**src/rtl/fifo_pkg.sv**
```systemverilog
// Shared definitions for the FIFO and the schedulers that sit in front of it.
package fifo_pkg;

    localparam int FIFO_DATA_W = 8;
    localparam int FIFO_DEPTH  = 16;
    // Wide enough to hold every value from 0 up to and including FIFO_DEPTH.
    localparam int FIFO_LVL_W  = $clog2(FIFO_DEPTH + 1);

    typedef enum logic {
        ST_IDLE  = 1'b0,
        ST_BURST = 1'b1
    } sched_state_e;

endpackage

```
**src/rtl/rr_pick.sv**
```systemverilog
// Round-robin pick: first asserted valid bit at or above ptr, wrapping.
// Purely combinational so the read-side scheduler can reuse it.
module rr_pick #(
    parameter int NUM_REQ = 4,
    parameter int IDX_W   = (NUM_REQ > 1) ? $clog2(NUM_REQ) : 1
) (
    input  logic [NUM_REQ-1:0] valid,
    input  logic [IDX_W-1:0]   ptr,
    output logic [IDX_W-1:0]   idx,
    output logic               found
);

    // Scan NUM_REQ candidates starting at ptr; the first valid one wins.
    always_comb begin
        int c;
        // NOTE: every output gets a default before any branch, so no path
        // leaves a value unassigned and no latch is inferred.
        c     = 0;
        found = 1'b0;
        idx   = '0;
        for (int k = 0; k < NUM_REQ; k++) begin
            c = int'(ptr) + k;
            if (c >= NUM_REQ) c = c - NUM_REQ;
            if (!found && valid[IDX_W'(c)]) begin
                found = 1'b1;
                idx   = IDX_W'(c);
            end
        end
    end

endmodule

```
**src/rtl/fifo_wr_sched.sv**
```systemverilog
// Write-port scheduler for the team FIFO: round-robin arbitration with burst
// lock, credit-counted occupancy and a registered write interface.
module fifo_wr_sched
    import fifo_pkg::*;
#(
    parameter int NUM_REQ = 4,
    parameter int DATA_W  = FIFO_DATA_W,
    parameter int DEPTH   = FIFO_DEPTH,
    parameter int LVL_W   = FIFO_LVL_W
) (
    input  logic                      inp_clk,
    input  logic                      reset,
    input  logic [NUM_REQ-1:0]        req_valid,
    input  logic [NUM_REQ*DATA_W-1:0] req_data,
    input  logic [NUM_REQ-1:0]        req_last,
    output logic [NUM_REQ-1:0]        req_ready,
    output logic                      fifo_wr_en,
    output logic [DATA_W-1:0]         fifo_wr_d,
    input  logic                      fifo_rd_en,
    output logic [LVL_W-1:0]          fifo_level,
    output logic                      fifo_full,
    output logic                      fifo_empty,
    output logic [2:0]                grant_id,
    output logic                      underflow_err
);

    localparam int IDX_W = (NUM_REQ > 1) ? $clog2(NUM_REQ) : 1;
    localparam logic [LVL_W-1:0] DEPTH_L = LVL_W'(DEPTH);
    localparam logic [IDX_W-1:0] LAST_IDX = IDX_W'(NUM_REQ - 1);

    sched_state_e       state, state_nxt;
    logic [IDX_W-1:0]   rr_ptr;
    logic [IDX_W-1:0]   owner;
    logic [IDX_W-1:0]   pick_idx;
    logic               pick_found;
    logic [IDX_W-1:0]   sel_idx;
    logic               sel_found;
    logic               sel_last;
    logic [DATA_W-1:0]  sel_data;
    logic               space;
    logic               grant_ok;
    logic               xfer;
    logic               pop_ok;

    rr_pick #(
        .NUM_REQ (NUM_REQ),
        .IDX_W   (IDX_W)
    ) u_rr_pick (
        .valid (req_valid),
        .ptr   (rr_ptr),
        .idx   (pick_idx),
        .found (pick_found)
    );

    // No bypass: a pop only frees space once the level register has updated.
    assign space    = (fifo_level < DEPTH_L);
    assign grant_ok = sel_found && space && !reset;
    assign xfer     = |(req_valid & req_ready);
    assign pop_ok   = fifo_rd_en && (fifo_level != '0);

    assign fifo_full  = (fifo_level == DEPTH_L);
    assign fifo_empty = (fifo_level == '0);

    // Candidate selection: the locked owner during a burst, else the rr winner.
    always_comb begin
        sel_idx   = (state == ST_BURST) ? owner : pick_idx;
        sel_found = (state == ST_BURST) || pick_found;
        sel_last  = 1'b0;
        sel_data  = '0;
        for (int i = 0; i < NUM_REQ; i++) begin
            if (sel_idx == IDX_W'(i)) begin
                sel_last = req_last[i];
                sel_data = req_data[i*DATA_W +: DATA_W];
            end
        end
    end

    // FSM state register.
    always_ff @(posedge inp_clk) begin
        // NOTE: sequential state uses non-blocking assignments so every
        // register samples the pre-edge values, independent of block order.
        if (reset) state <= ST_IDLE;
        else       state <= state_nxt;
    end

    // FSM next state: a non-last beat locks the port, a last beat releases it.
    always_comb begin
        state_nxt = state;
        if (xfer) state_nxt = sel_last ? ST_IDLE : ST_BURST;
    end

    // FSM outputs: at most the selected requester sees ready, and only with space.
    always_comb begin
        req_ready = '0;
        for (int i = 0; i < NUM_REQ; i++) begin
            req_ready[i] = grant_ok && (sel_idx == IDX_W'(i));
        end
    end

    // Arbitration bookkeeping: burst owner and round-robin pointer.
    always_ff @(posedge inp_clk) begin
        if (reset) begin
            rr_ptr <= '0;
            owner  <= '0;
        end else if (xfer) begin
            owner <= sel_idx;
            if (sel_last) rr_ptr <= (sel_idx == LAST_IDX) ? '0 : sel_idx + IDX_W'(1);
        end
    end

    // Registered write interface towards the FIFO, one cycle after acceptance.
    always_ff @(posedge inp_clk) begin
        if (reset) begin
            fifo_wr_en <= 1'b0;
            fifo_wr_d  <= '0;
            grant_id   <= '0;
        end else begin
            fifo_wr_en <= xfer;
            if (xfer) begin
                fifo_wr_d <= sel_data;
                grant_id  <= 3'(sel_idx);
            end
        end
    end

    // Credit counter and sticky underflow flag.
    always_ff @(posedge inp_clk) begin
        if (reset) begin
            fifo_level    <= '0;
            underflow_err <= 1'b0;
        end else begin
            case ({xfer, pop_ok})
                2'b10:   fifo_level <= fifo_level + LVL_W'(1);
                2'b01:   fifo_level <= fifo_level - LVL_W'(1);
                default: fifo_level <= fifo_level;
            endcase
            if (fifo_rd_en && (fifo_level == '0)) underflow_err <= 1'b1;
        end
    end

endmodule

```
**config.mk**
```make
export PLATFORM = sky130hd
export DESIGN_NAME = fifo_wr_sched
export DESIGN_NICKNAME = d
export VERILOG_FILES = /design/src/rtl/fifo_pkg.sv /design/src/rtl/rr_pick.sv /design/src/rtl/fifo_wr_sched.sv
export SDC_FILE = /design/constraint.sdc
export NUM_CORES = 1
export LEC_CHECK = 0
export ABC_CLOCK_PERIOD_IN_PS = 6200
export BUFFER_PORTS_ARGS = -buffer_cell sky130_fd_sc_hd__buf_2
export CORE_MARGIN = 2
export CORE_UTILIZATION = 50
export DETAILED_ROUTE_END_ITERATION = 7
export PLACE_DENSITY = 0.95
export SLEW_MARGIN = 20
export SYNTH_ARGS = -nofsm -noshare
export SYNTH_HDL_FRONTEND = slang
export SYNTH_SLANG_ARGS = --single-unit
```
**constraint.sdc**
```tcl
create_clock -name inp_clk -period 6.2 [get_ports inp_clk]
set_input_delay 1.86 -clock inp_clk [delete_from_list [all_inputs] [get_ports inp_clk]]
set_output_delay 1.86 -clock inp_clk [all_outputs]
set_load 0.05 [all_outputs]
```
Word level (Yosys, flattened, before mapping)
Index checks and enable logic that the tools add are counted.
{"block": "classes", "addsub": 10, "multipliers": 0, "mux": 36, "eq_ne": 6, "n_div": 0, "bitwise": 1, "n_lt_le_gt_ge": 9, "shift": 0, "n_reduce_logical": 22}
{"operator": "$mux W8", "n": 4}
{"operator": "$mux W2", "n": 10}
{"operator": "$mux W1", "n": 17}
{"operator": "$lt A2 B4 Y1 const B", "n": 4}
{"operator": "$logic_and A1 B1 Y1", "n": 11}
{"operator": "$pmux W5 S2", "n": 1}
{"operator": "$ge A3 B3 Y1 const B", "n": 3}
{"operator": "$bmux W1 S2", "n": 4}
{"operator": "$sub A2 B1 Y2 const B", "n": 4}
{"operator": "$add A2 B2 Y3 const B", "n": 2}
{"operator": "$eq A2 B2 Y1 const B", "n": 3}
{"operator": "$add A5 B1 Y5 const B", "n": 1}
{"operator": "$eq A5 B5 Y1 const B", "n": 1}
{"operator": "$logic_not A5 Y1", "n": 1}
{"operator": "$lt A5 B5 Y1 const B", "n": 1}
{"operator": "$reduce_bool A5 Y1", "n": 1}
{"operator": "$sub A5 B1 Y5 const B", "n": 1}
{"operator": "$and A4 B4 Y4", "n": 1}
{"operator": "$eq A2 B1 Y1 const B", "n": 2}
{"operator": "$logic_not A1 Y1", "n": 4}
{"operator": "$reduce_or A4 Y1", "n": 1}
{"operator": "$add A2 B1 Y3 const B", "n": 1}
{"operator": "$ge A2 B3 Y1 const B", "n": 1}
{"operator": "$add A2 B1 Y2 const B", "n": 1}
{"operator": "4 further kinds", "n": 4}
{"block": "word_totals", "elab_cells": 91, "inputBits": 43, "mem_bits_rw": 0, "romBits": 0, "mem_count": 0, "output_inout_bits": 24, "regBits": 20, "latch_bits": 0}

Depth between registers and ports, before layout
Gate-level depths: netlist (run 1).
{"block": "logic_depth", "depth_word": 23, "ltp_mapped": 14, "depth_no_buf": 14}

Cells and area by module
From an unflattened synthesis (run 1), not the netlist that was laid out.
{"block": "hier_totals", "hier_cells": 190, "hier_area_um2": 1416.4}
{"module": "fifo_wr_sched", "area_per_inst_um2": 1338.8, "seq_area_each_um2": 400.4, "instances": 1, "cells_per_inst": 175}
{"module": "rr_pick", "area_per_inst_um2": 77.6, "seq_area_each_um2": 0.0, "instances": 1, "cells_per_inst": 15}

Worst setup path after synthesis (run 1)
OpenSTA, ideal clock, no wires.
{"block": "synth_timing", "kind": "in2out", "start": "input port req_valid[0]", "end": "output port req_ready[3]", "arrival_ns": 3.607, "path_slack_ns": 0.733, "n_path_buf": 2, "cell_stages": 8, "required_ns": 4.340, "cell_sequence": "a21o_1 > a21boi_0 > o221ai_1 > inv_1 > ha_1 > buf_2 > clkbuf_1 > and2_1"}
{"block": "synth_via", "word_cells_on_any_way": 32, "cone_classes": "eq/ne: 1; mux: 21; reduce/logical: 10"}
{"element": "start, declared", "line_no": "fifo_wr_sched.sv:13", "rtl": "input logic [NUM_REQ-1:0] req_valid,"}
{"element": "$bmux W1 S2", "line_no": "rr_pick.sv:24", "rtl": "if (!found && valid[IDX_W'(c)]) begin"}
{"element": "$mux W1 (not written as such) (2 in series)", "line_no": "rr_pick.sv:24"}
{"element": "$mux W1", "line_no": "rr_pick.sv:24"}
{"element": "$logic_not A1 Y1", "line_no": "rr_pick.sv:24"}
{"element": "$logic_and A1 B1 Y1", "line_no": "rr_pick.sv:24"}
{"element": "$mux W1", "line_no": "rr_pick.sv:24"}
{"element": "$logic_not A1 Y1", "line_no": "rr_pick.sv:24"}
{"element": "$logic_and A1 B1 Y1", "line_no": "rr_pick.sv:24"}
{"element": "$mux W1", "line_no": "rr_pick.sv:24"}
{"element": "$logic_not A1 Y1", "line_no": "rr_pick.sv:24"}
{"element": "$logic_and A1 B1 Y1", "line_no": "rr_pick.sv:24"}
{"element": "$mux W2 (*)", "line_no": "rr_pick.sv:24"}
{"element": "$mux W2 (*)", "line_no": "fifo_wr_sched.sv:66", "rtl": "sel_idx = (state == ST_BURST) ? owner : pick_idx;"}
{"element": "net sel_idx[1]", "line_no": "fifo_wr_sched.sv:36", "rtl": "logic [IDX_W-1:0] sel_idx;"}
{"element": "$eq A2 B2 Y1 (*)", "line_no": "fifo_wr_sched.sv:96", "rtl": "req_ready[i] = grant_ok && (sel_idx == IDX_W'(i));"}
{"element": "$logic_and A1 B1 Y1 (*)", "line_no": "fifo_wr_sched.sv:96"}
{"element": "end, declared", "line_no": "fifo_wr_sched.sv:16", "rtl": "output logic [NUM_REQ-1:0] req_ready,"}
Mark *: on every way through the listed nets, which the timed path passes. The rest lies on a longest branch. The select of a mux whose other input is x is not followed.

Worst setup path after layout (run 1)
{"block": "layout_timing", "start": "input port req_valid[3]", "end": "output port req_ready[0]"}
{"block": "layout_via", "elab_chain_cells": 17, "word_cells_on_any_way": 32, "cone_classes": "mux: 21; reduce/logical: 11"}
{"element": "$bmux W1 S2", "line_no": "rr_pick.sv:24"}
{"element": "$mux W1 (not written as such) (2 in series)", "line_no": "rr_pick.sv:24"}
{"element": "$mux W1", "line_no": "rr_pick.sv:24"}
{"element": "$logic_not A1 Y1", "line_no": "rr_pick.sv:24"}
{"element": "$logic_and A1 B1 Y1", "line_no": "rr_pick.sv:24"}
{"element": "$mux W1", "line_no": "rr_pick.sv:24"}
{"element": "$logic_not A1 Y1", "line_no": "rr_pick.sv:24"}
{"element": "$logic_and A1 B1 Y1", "line_no": "rr_pick.sv:24"}
{"element": "$mux W1", "line_no": "rr_pick.sv:24"}
{"element": "$logic_not A1 Y1", "line_no": "rr_pick.sv:24"}
{"element": "$logic_and A1 B1 Y1", "line_no": "rr_pick.sv:24"}
{"element": "$mux W1", "line_no": "rr_pick.sv:24"}
{"element": "$logic_or A1 B1 Y1", "line_no": "fifo_wr_sched.sv:67", "rtl": "sel_found = (state == ST_BURST) || pick_found;"}
{"element": "$logic_and A1 B1 Y1 (2 in series)", "line_no": "fifo_wr_sched.sv:57", "rtl": "assign grant_ok = sel_found && space && !reset;"}
{"element": "$logic_and A1 B1 Y1 (*)", "line_no": "fifo_wr_sched.sv:96"}
Mark *: on every way between the ends. The rest lies on a longest branch, timed or not. The select of a mux whose other input is x is not followed.

==> impl_metrics.tcl, run 1 <==
set metrics [dict create \
    fin_setup_tns_ps 0 \
    grt_pass1_wl_um 5640 \
    postSynthCellCount 168 \
    drt-total-wl_um 3500 \
    start_kind "primary input" \
    power_uw 1200 \
    internal-power_uw 546 \
    switchingPower_uw 658 \
    dieArea_sq_um 3330 \
    clock_power_share_pct 8.9 \
    cp_max_fo 8 \
    status "complete, no violations" \
    finalCoreUtilization_pct 66.1 \
    synth_top_flop_cell "dfxtp_1" \
    p_seq_share_pct 19.0 \
    cts.clk_slew.worst_paths_ps 120 \
    worstPathArrival_ps 3450 \
    port_buffers 65 \
    switching_share_pct 54.6 \
    grt_max_degree 25 \
    multi_input_comb_area_sq_um 938 \
    seq_area_frac_synth_pct 27.7 \
    required_ps 4340 \
    finalWorstSetupSlack_ps 891 \
    insertion_delay_ps 300 \
    report.final.slew_viol_count 0 \
    yosys_warnings 0 \
    layout.nets 283 \
    clock.fmax_mhz 188 \
    setup_violations 0 \
    mostFrequentLayoutCells "buf_2 (65), dfxtp_1 (20), nor2b_1 (15), nor2_1 (15)" \
    worstSetupPathType "primary input to primary output" \
    clock_skew_ps 1.54 \
    core-area_sq_um 2760 \
    vias 1424 \
    regArea_sq_um 400 \
    numCtsBuffers 3 \
    synth-async-reset-ratio_pct 0 \
    powerDensity_nw_per_um2 660 \
    fin_crit_ps 5310 \
    min_period_over_period_pct 85.6 \
    final-hold-violation-count 0 \
    whs_ps 490 \
    initial_core_util_pct 52.4 \
    cts_resized 0 \
    post_cts_buffers 0 \
    die_w_um 57.7 \
    end_kind "primary output" \
    syn_area_sq_um 1440 \
    root_buffer "clkbuf_4" \
    antenna_left 0 \
    hold_class "flop to flop" \
    rsz0062_at_grt "no" \
    layout-drive-gt1-share_pct 38.3 \
    clock-sinks 20 \
    ys_types 46 \
    route.detailed.drc 0 \
    pwr-share-comb_pct 72.1 \
    grt_pass1_vias 1324 \
    fillCellCount 246 \
    synth_area_per_cell_sq_um 8.59 \
    place_ws_ps 908 \
    cts_hold_buf 0 \
    cts_tree "done" \
    dr.pass1.iters 4 \
    ys_ff_latch 20 \
    diodes 0 \
    num_rows 19 \
    max_cap_viol_count 0 \
    die_h_um 57.7 \
    antenna_found_initial 0 \
    synth_edf_count 0 \
    gp_congestion 0.924 \
    avgRoutedWirePerCell_um 13.4 \
    dpl.hpwl_um 2740 \
    leakagePower_uw 0.000908 \
    synthToLayoutAreaGrowth_pct 26.3 \
    grt_usage_pct 21.4 \
    viasPerCell 5.46 \
    overflow 0 \
    drt-initial-drc-count 32 \
    cts_buffer_depth 2 \
    mappedNetlistNets 220 \
    io-pin-count 67 \
    ir_drop_mv 0.455 \
    cts_htree_levels 1 \
    final_common_cell "buf_2" \
]
## cell families after synthesis
| kind of cell | after synthesis | share of synthesized area (%) |
|---|---|---|
| multiplexers | 4 | 2.77 |
| AND/OR/NAND/NOR | 63 | 23.0 |
| buffers and inverters | 21 | 7.28 |
| AO/OA/AOI/OAI | 47 | 28.8 |
| other | 1 | 0.260 |
| flip-flops | 20 | 27.7 |
| XOR/XNOR | 3 | 1.82 |
| adder cells (fa/ha/maj) | 9 | 8.32 |
## layer usage
layer / vias to the layer above / global-route usage (%) / share of wire, %
met5: - / 0 / 0
met4: 0 / 5.98 / 0.43
met3: 2 / 3.57 / 7.5
met2: 48 / 37.5 / 49
met1: 647 / 27.0 / 43
li1: 727 / - / -
## cell usage after synthesis, types with 4 or more instances
master    count  area share [%]
dfxtp_1      20              28
and2_1        5             2.2
nor2b_1      15             6.5
ha_1          8             6.9
a21o_1        4             2.1
a221oi_1      8             4.9
a311oi_2      4             4.2
a211o_1       4             2.4
clkbuf_1      4             1.0
nor2_1       15             3.9
nor3_1        5             1.7
mux2i_1       4             2.8
o311a_1       4             2.8
nor2_2        4             1.7
a21oi_1       8             2.8
inv_1         9             2.3
nand2_1       9             2.3
## area by class of cell
class                           count  area share (%)
Clock buffer                        3            1.24
Clock inverter                      1            1.65
Inverter                           10            2.06
Multi-Input combinational cell    127            51.5
Sequential cell                    20            22.0
Tap cell                           31            2.13
Timing Repair Buffer               69            19.5
## per-stage QoR
stage | std cells | instance area [sq um]
after global placement | 257 | 1770
after CTS | 261 | 1820
after global routing | 261 | 1820
after detailed placement | 257 | 1770
final | 261 | 1820
after floorplan | 168 | 1440
## power by group through the flow
stage	Clock, uW	Sequential, uW	Combinational [uW]
after floorplan	0	388	550
after global placement	0	231	853
after detailed placement	0	231	867
after CTS	109	229	870
after global routing	117	235	943
final	107	229	867
## critical path, cell delays in order
cell,delay [ps]
buf_2,120
or2_2,270
o221ai_1,380
ha_1,400
and2_1,170
buf_2,250
## sequential cells by signal (all words and copies together), names as in the netlist
register,flops
state,1
rr_ptr,2
underflow_err,1
grant_id,2
fifo_level,5
fifo_wr_en,1
fifo_wr_d,8
## final timing paths
check / startpoint / to / slack [ps] / cells past startpoint
max: req_valid[3] / req_ready[0] / 890 / 6
min: underflow_err$_SDFFE_PP0P_ / underflow_err$_SDFFE_PP0P_ / 490 / 2
max reg2reg: state$_SDFFE_PP0P_ / fifo_level[4]$_SDFFE_PP0P_ / 2610 / 14
min reg2reg: underflow_err$_SDFFE_PP0P_ / underflow_err$_SDFFE_PP0P_ / 490 / 2
(Power assumes the default switching activity.)
==> run 2, diff against run 1 <==
- RECOVER_POWER: not set -> 25
==> impl_metrics.tcl, run 2 (synthesis results as in run 1) <==
set metrics [dict create \
    status "complete, no violations" \
    setup_violations 0 \
    layout-drive-gt1-share_pct 33.9 \
    clock_skew_ps 2.57 \
    numCtsBuffers 3 \
    use_met2_pct 37.5 \
    antenna_found_initial 0 \
    die_h_um 57.7 \
    final-hold-violation-count 0 \
    required_ps 4340 \
    fillCellCount 248 \
    largestRegisters "fifo_wr_d (8), fifo_level (5)" \
    vias 1424 \
    gp_congestion 0.924 \
    regMostFlops "fifo_wr_d" \
    min_period_over_period_pct 85.4 \
    die_w_um 57.7 \
    met3_usage_pct 3.57 \
    route.detailed.drc 0 \
    clock-sinks 20 \
    num_rows 19 \
    grt_usage_pct 21.4 \
    grt_pass1_vias 1324 \
    dieArea_sq_um 3330 \
    max_cap_viol_count 0 \
    cts_htree_levels 1 \
    antenna_left 0 \
    root_buffer "clkbuf_4" \
    grt_pass1_wl_um 5640 \
    leakagePower_uw 0.000870 \
    layout.nets 283 \
    viasPerCell 5.46 \
    overflow 0 \
    start_kind "primary input" \
    worstSetupPathType "primary input to primary output" \
    powerDensity_nw_per_um2 660 \
    grt.busiest_layer "met2" \
    fin_crit_ps 5300 \
    report.final.slew_viol_count 0 \
    diodes 0 \
    port_buffers 65 \
    rsz0062_at_grt "no" \
    mostFrequentLayoutCells "buf_2 (55), dfxtp_1 (20), nor2b_1 (15), nor2_1 (15), clkbuf_1 (10)" \
    io-pin-count 67 \
    initial_core_util_pct 52.4 \
    slew_headroom_pct 30.9 \
    drt-initial-drc-count 29 \
    worstPathArrival_ps 3440 \
    grt_max_degree 25 \
    cts_resized 0 \
    cts_buffer_depth 2 \
    dpl.hpwl_um 2740 \
    drt-total-wl_um 3490 \
    end_kind "primary output" \
    cts_tree "done" \
    cts.clk_slew.worst_paths_ps 120 \
    core-area_sq_um 2760 \
    worst_pin_slew_ps 1040 \
    post_cts_buffers 0 \
    largest_register_ffs 8 \
    ir_drop_mv 0.446 \
    insertion_delay_ps 300 \
    hold_class "flop to flop" \
    dr.pass1.iters 6 \
    cts_hold_buf 0 \
    whs_ps 492 \
    fin_setup_tns_ps 0 \
    grt.met1_usage_pct 27.0 \
    cp_max_fo 8 \
    synthToLayoutAreaGrowth_pct 25.4 \
    clock.fmax_mhz 189 \
    avgRoutedWirePerCell_um 13.4 \
    final_common_cell "buf_2" \
]
==> run 2: report_power, final <==
part / switching (uW) / internal, uW / leakage [uW]
logic: 570 / 289 / 0.000678
registers: 44.7 / 185 / 0.000164
clock network: 41.8 / 65.3 / 0.0000279
total: 657 / 539 / 0.000870
==> run 2: metal layers <==
layer | vias up | share of wire, %
met5 | - | 0
met1 | 643 | 43
met3 | 2 | 7.5
met4 | 0 | 0.43
li1 | 727 | -
met2 | 52 | 49
==> run 2: stage by stage <==
stage	total power, uW	setup WS (ps)	cells	cell area, sq um	util, %
6_report	1200	902	261	1810	65.7
5_1_grt	1290	781	261	1810	65.7
4_1_cts	1210	910	261	1820	66.1
3_5_place_dp	1100	908	257	1770	64.2
3_3_place_gp	1080	979	257	1770	64.2
2_1_floorplan	938	733	168	1440	-
==> run 2: path summary, 6_finish.rpt <==
path	startpoint	endpoint	slack, ps	depth (start not counted)
max	req_valid[3]	req_ready[0]	900	6
min	underflow_err$_SDFFE_PP0P_	underflow_err$_SDFFE_PP0P_	490	2
max reg2reg	state$_SDFFE_PP0P_	fifo_level[4]$_SDFFE_PP0P_	2620	14
min reg2reg	underflow_err$_SDFFE_PP0P_	underflow_err$_SDFFE_PP0P_	490	2
==> run 2: layout make-up <==
| cell class | instances | area (sq um) | share of cell area, % |
|---|---|---|---|
| sequential | 20 | 400 | 22.1 |
| multi-input combinational | 127 | 938 | 51.8 |
| clock inverter | 1 | 30.0 | 1.66 |
| clock buffer | 3 | 22.5 | 1.24 |
| inverter | 10 | 37.5 | 2.07 |
| timing repair buffer | 69 | 343 | 18.9 |
| tap | 31 | 38.8 | 2.14 |
==> run 2: critical path: stages <==
cell and delay, ps:
buf_2 120, or2_2 270, o221ai_1 370, ha_1 390
and2_1 160, buf_2 250
